==> config.mk <==
export PLATFORM = sky130hd
export DESIGN_NAME = rr_arbiter4
export DESIGN_NICKNAME = d
export VERILOG_FILES = /design/src/rtl/rr_arbiter4.sv
export SDC_FILE = /design/constraint.sdc
export NUM_CORES = 1
export LEC_CHECK = 0
export ABC_AREA = 1
export BUFFER_PORTS_ARGS = -buffer_cell sky130_fd_sc_hd__clkbuf_2
export CAP_MARGIN = 20
export CORE_ASPECT_RATIO = 1.2
export CORE_MARGIN = 4
export CORE_UTILIZATION = 30
export DETAILED_ROUTE_END_ITERATION = 8
export GPL_ROUTABILITY_DRIVEN = 0
export PLACE_DENSITY_LB_ADDON = 0.08
export SETUP_SLACK_MARGIN = 0.05
export SLEW_MARGIN = 20
export SYNTH_ARGS = -nofsm -noshare
export SYNTH_HDL_FRONTEND = slang
export SYNTH_SLANG_ARGS = --single-unit
==> constraint.sdc <==
create_clock -name clk_i -period 2.85 [get_ports clk_i]
set_clock_uncertainty 0.2 [all_clocks]
set_input_delay 0.285 -clock clk_i [delete_from_list [all_inputs] [get_ports clk_i]]
set_output_delay 0.285 -clock clk_i [all_outputs]
set_load 0.02 [all_outputs]
==> src/rtl/rr_arbiter4.sv <==
// Four-requester round-robin arbiter with bounded grant tenure.
// The owner keeps the resource until it drops its request, or until it has held it for
// MAX_HOLD consecutive cycles while someone else is waiting. Outputs are fully registered.
module rr_arbiter4 #(
  parameter int unsigned MAX_HOLD = 8,
  parameter int unsigned CNT_W    = 8
) (
  input  logic       clk_i,
  input  logic       rst_ni,
  input  logic [3:0] req_i,
  output logic [3:0] grant_o,
  output logic [1:0] grant_idx_o,
  output logic       grant_valid_o
);

  typedef enum logic [0:0] {StIdle, StOwned} state_e;

  state_e           state_q, state_d;
  logic [1:0]       ptr_q, ptr_d;
  logic [CNT_W-1:0] hold_q, hold_d;
  logic [3:0]       grant_q, grant_d;
  logic [1:0]       idx_q, idx_d;
  logic             valid_q, valid_d;

  // Scan r from bit start upward, wrapping 3->0. Result is {found, index}.
  function automatic logic [2:0] pick(input logic [3:0] r, input logic [1:0] start);
    logic [2:0] res;
    logic [1:0] j;
    res = 3'b000;
    // Walk the scan order backwards so the earliest set bit is the one left in res.
    for (int i = 3; i >= 0; i--) begin
      j = start + i[1:0];
      if (r[j]) begin
        res = {1'b1, j};
      end
    end
    return res;
  endfunction

  logic       owner_req;
  logic [3:0] others;
  logic [1:0] next_start;
  logic [2:0] pick_idle;
  logic [2:0] pick_next;
  logic       at_limit;

  // Arbitration terms derived from the current owner and the live request vector.
  always_comb begin
    owner_req  = req_i[idx_q];
    others     = req_i & ~(4'b0001 << idx_q);
    next_start = idx_q + 2'd1;
    pick_idle  = pick(req_i, ptr_q);
    pick_next  = pick(others, next_start);
    at_limit   = (hold_q == CNT_W'(MAX_HOLD));
  end

  // Next-state: grant from idle, hand off on release or preemption, else count tenure.
  always_comb begin
    state_d = state_q;
    ptr_d   = ptr_q;
    hold_d  = hold_q;
    grant_d = grant_q;
    idx_d   = idx_q;
    valid_d = valid_q;

    unique case (state_q)
      StIdle: begin
        // Initial grant leaves the pointer alone.
        if (|req_i) begin
          state_d = StOwned;
          grant_d = 4'b0001 << pick_idle[1:0];
          idx_d   = pick_idle[1:0];
          valid_d = 1'b1;
          hold_d  = CNT_W'(1);
        end
      end

      StOwned: begin
        if (!owner_req) begin
          // Voluntary release; new requests arriving now are visible in the same pick.
          ptr_d = next_start;
          if (pick_next[2]) begin
            grant_d = 4'b0001 << pick_next[1:0];
            idx_d   = pick_next[1:0];
            hold_d  = CNT_W'(1);
          end else begin
            state_d = StIdle;
            grant_d = 4'b0000;
            idx_d   = 2'b00;
            valid_d = 1'b0;
            hold_d  = '0;
          end
        end else if (at_limit && (|others)) begin
          // Tenure exhausted with others waiting: the owner must re-win by rotation.
          ptr_d   = next_start;
          grant_d = 4'b0001 << pick_next[1:0];
          idx_d   = pick_next[1:0];
          hold_d  = CNT_W'(1);
        end else if (!at_limit) begin
          hold_d = hold_q + CNT_W'(1);
        end
        // Sole requester at the limit: keep the grant, counter saturates.
      end
    endcase
  end

  // State and output registers, cleared asynchronously.
  always_ff @(posedge clk_i or negedge rst_ni) begin
    if (!rst_ni) begin
      state_q <= StIdle;
      ptr_q   <= 2'b00;
      hold_q  <= '0;
      grant_q <= 4'b0000;
      idx_q   <= 2'b00;
      valid_q <= 1'b0;
    end else begin
      state_q <= state_d;
      ptr_q   <= ptr_d;
      hold_q  <= hold_d;
      grant_q <= grant_d;
      idx_q   <= idx_d;
      valid_q <= valid_d;
    end
  end

  assign grant_o       = grant_q;
  assign grant_idx_o   = idx_q;
  assign grant_valid_o = valid_q;

endmodule

==> results.json <==
{
  "layout.cells.most_common_list": "88 x nand2_1, 31 x inv_1, 26 x nand3_1, 19 x nor2_1, 18 x dfrtp_1",
  "number_of_gates_given_a_new_drive_strength_after_cts": 0,
  "post-route-util_pct": 34.7,
  "remaining_drc_errors": 0,
  "finalPower_mw": 2.03,
  "route.final.wire_length_um": 3830,
  "maximum_buffer_depth_of_the_clock_tree": 2,
  "hold_path_class": "reg2reg",
  "final-setup-viol-count": 0,
  "power.switching_mw": 1.10,
  "final_hold_fails": 0,
  "dr.pass1.iters": 4,
  "drv_slew": 0,
  "synth_nets": 252,
  "nNetsFinal": 266,
  "die_width_um": 73.8,
  "p_per_area_nw_per_um2": 1180,
  "grt_overflow_total": 0,
  "ios": 13,
  "max_slew_margin_pct": 68.3,
  "ctsHoldBuffers": 1,
  "sw_share_pct": 54.2,
  "setup.worst_path.start": "grant_idx_o[0]",
  "die_area_um2": 6410,
  "synthesis.area_per_instance_um2": 6.49,
  "rsz0062_at_grt": "false",
  "p_leak_nw": 0.924,
  "ir_drop_mv": 0.402,
  "critical_path.endpoint_type": "register",
  "cts.repair_timing.setup_buffer_count": 0,
  "buffer_ports.inserted": 12,
  "final.setup.tns_ns": 0,
  "clock_sinks": 18,
  "combinationalPowerShare_pct": 68.4,
  "layoutNonFillerInstCount": 313,
  "synth_sequential_area_ratio_pct": 28.9,
  "synthDistinctLibCells": 28,
  "achievable-frequency_ghz": 0.463,
  "first_global_vias": 1506,
  "rr_worst_depth": 12,
  "rrSetupSlack_ns": 0.69,
  "cts_tree": "done",
  "die_boundary_height_um": 86.9,
  "max_slew.worst_pin.slew_ns": 0.475,
  "seq_power_share_pct": 21.1,
  "clk_pin_slew_worst_paths_ns": 0.07,
  "vias": 1456,
  "placed_cells_incl_taps": 308,
  "initial_core_util_pct": 31.3,
  "grt_antenna_before_repair": 0,
  "seq_cells_post_synth": 18,
  "ctsRootBufferMaster": "clkbuf_8",
  "endpoint_of_the_worst_hold_path": "grant_valid_o",
  "internal_power_mw": 0.930,
  "timing.critical_path.fanout_max": 16,
  "cap_viol_max_count": 0,
  "rows": 28,
  "post-dp-hpwl_um": 3030,
  "worst-endpoint-arrival_ns": 2.11,
  "grt_max_degree": 19,
  "cts_made_buffers": 3,
  "areaGrowthSynthToFinish_pct": 10.8,
  "r2r-end": "grant_o[2]",
  "antennaDiodeCount": 0,
  "status": "finished clean",
  "route.detailed.wl_per_inst_um": 12.2,
  "final_layout_size_suffix_gt1_share_pct": 14.6,
  "timing.hold.worst_path_depth": 2,
  "fin_crit_ns": 2.16,
  "required_ns": 2.80,
  "cts-htree-levels": 1,
  "clock_power_share_pct": 10.5,
  "layout.cells.most_common": "nand2_1",
  "antenna_violating_nets_post_route": 0,
  "ys.warnings.count": 0,
  "synthCells": 240,
  "grt_first_pass_wirelength_um": 6910,
  "synthesis.area_um2": 1560,
  "detail_route.vias_per_cell": 4.65,
  "crit_type": "reg2reg",
  "standard_cell_core_area_um2": 4970,
  "timing.hold.worst.start": "grant_valid_o",
  "drt_first_iter_violations": 94,
  "timing.rr.start": "grant_idx_o[0]",
  "min_period_over_period_pct": 75.8,
  "clkLatencyLatePin_ns": 0.26,
  "critical_path.startpoint_type": "register",
  "track_usage_pct": 13.8
}
==> flip-flops by register name, summed over array words and instances, names as in the netlist <==
name           cells
grant_o            4
ptr_q              2
hold_q             8
state_q            1
grant_valid_o      1
grant_idx_o        2
==> worst max-delay path by stage <==
stage                                end  slack (ns)  cells past startpoint
after global placement    grant_idx_o[0]        0.64                     11
after detailed placement      grant_o[2]        0.70                     12
final                         grant_o[2]        0.69                     12
after CTS                     grant_o[2]        0.68                     12
after floorplan               grant_o[3]        0.68                     13
after global routing          grant_o[0]        0.52                     11
==> power groups by stage <==
stage	sequential [mW]	clock (mW)	combinational, mW
after floorplan	0.465	0	1.07
after global placement	0.434	0	1.44
after detailed placement	0.433	0	1.40
after CTS	0.428	0.226	1.40
after global routing	0.447	0.236	1.64
final	0.429	0.214	1.39
==> cells in the mapped netlist, drive strengths merged <==
library cell  count  share of area (%)
o31ai             1               0.48
xnor2             1               0.56
dfrtp            18                 29
a21oi             5                1.6
inv              33                8.1
nand2            91                 23
buf               5                2.6
o21ai            17                7.9
o21a              2                1.4
nand4             9                3.6
xor2              1               0.56
o211ai            1               0.80
ha                6                4.8
a22oi             1                1.4
nand3            26                8.4
nor2             20                5.0
or2               3                1.2
==> cell type report <==
cell class	instances	area [um2]
timing repair buffer	14	77.6
multi-input combinational	184	941
tap	60	75.1
fill	571	3250
clock buffer	4	55.1
sequential	18	450
inverter	33	126
==> cell families (layout without fill, tap and decap cells) <==
kind of cell | after synthesis | in the layout | synth area share (%)
fa+ha+maj | 6 | 6 | 4.82
simple gates | 149 | 149 | 40.9
xor+xnor | 2 | 2 | 1.12
compound gates | 27 | 27 | 13.6
flops | 18 | 18 | 28.9
buf+inv | 38 | 51 | 10.7
==> layer usage <==
metal	GRT usage, %	up-vias	wire length, um
met5	0	-	0
li1	-	788	-
met3	1.50	2	88
met2	21.8	18	1820
met1	19.4	648	1890
met4	4.45	0	29
==> stage by stage <==
stage                     area, um2  setup slack [ns]  hold WS, ns
final                          1730             0.690        0.277
after CTS                      1730             0.677        0.280
after global placement         1660             0.637       0.0728
after floorplan                1560             0.680       -0.211
after global routing           1730             0.520        0.307
after detailed placement       1660             0.696       0.0787
==> critical path, cell delays in order, from the launching register on <==
cell and delay (ns):
dfrtp_1 0.39, buf_4 0.20, ha_1 0.21, inv_1 0.07, nand2_1 0.07, nand4_1 0.14
nand2_1 0.12, nand3_1 0.17, nand2_2 0.16, inv_4 0.13, o21ai_2 0.06, nor2_1 0.09
nor2_1 0.04
Power figures use the tool's default switching activity.
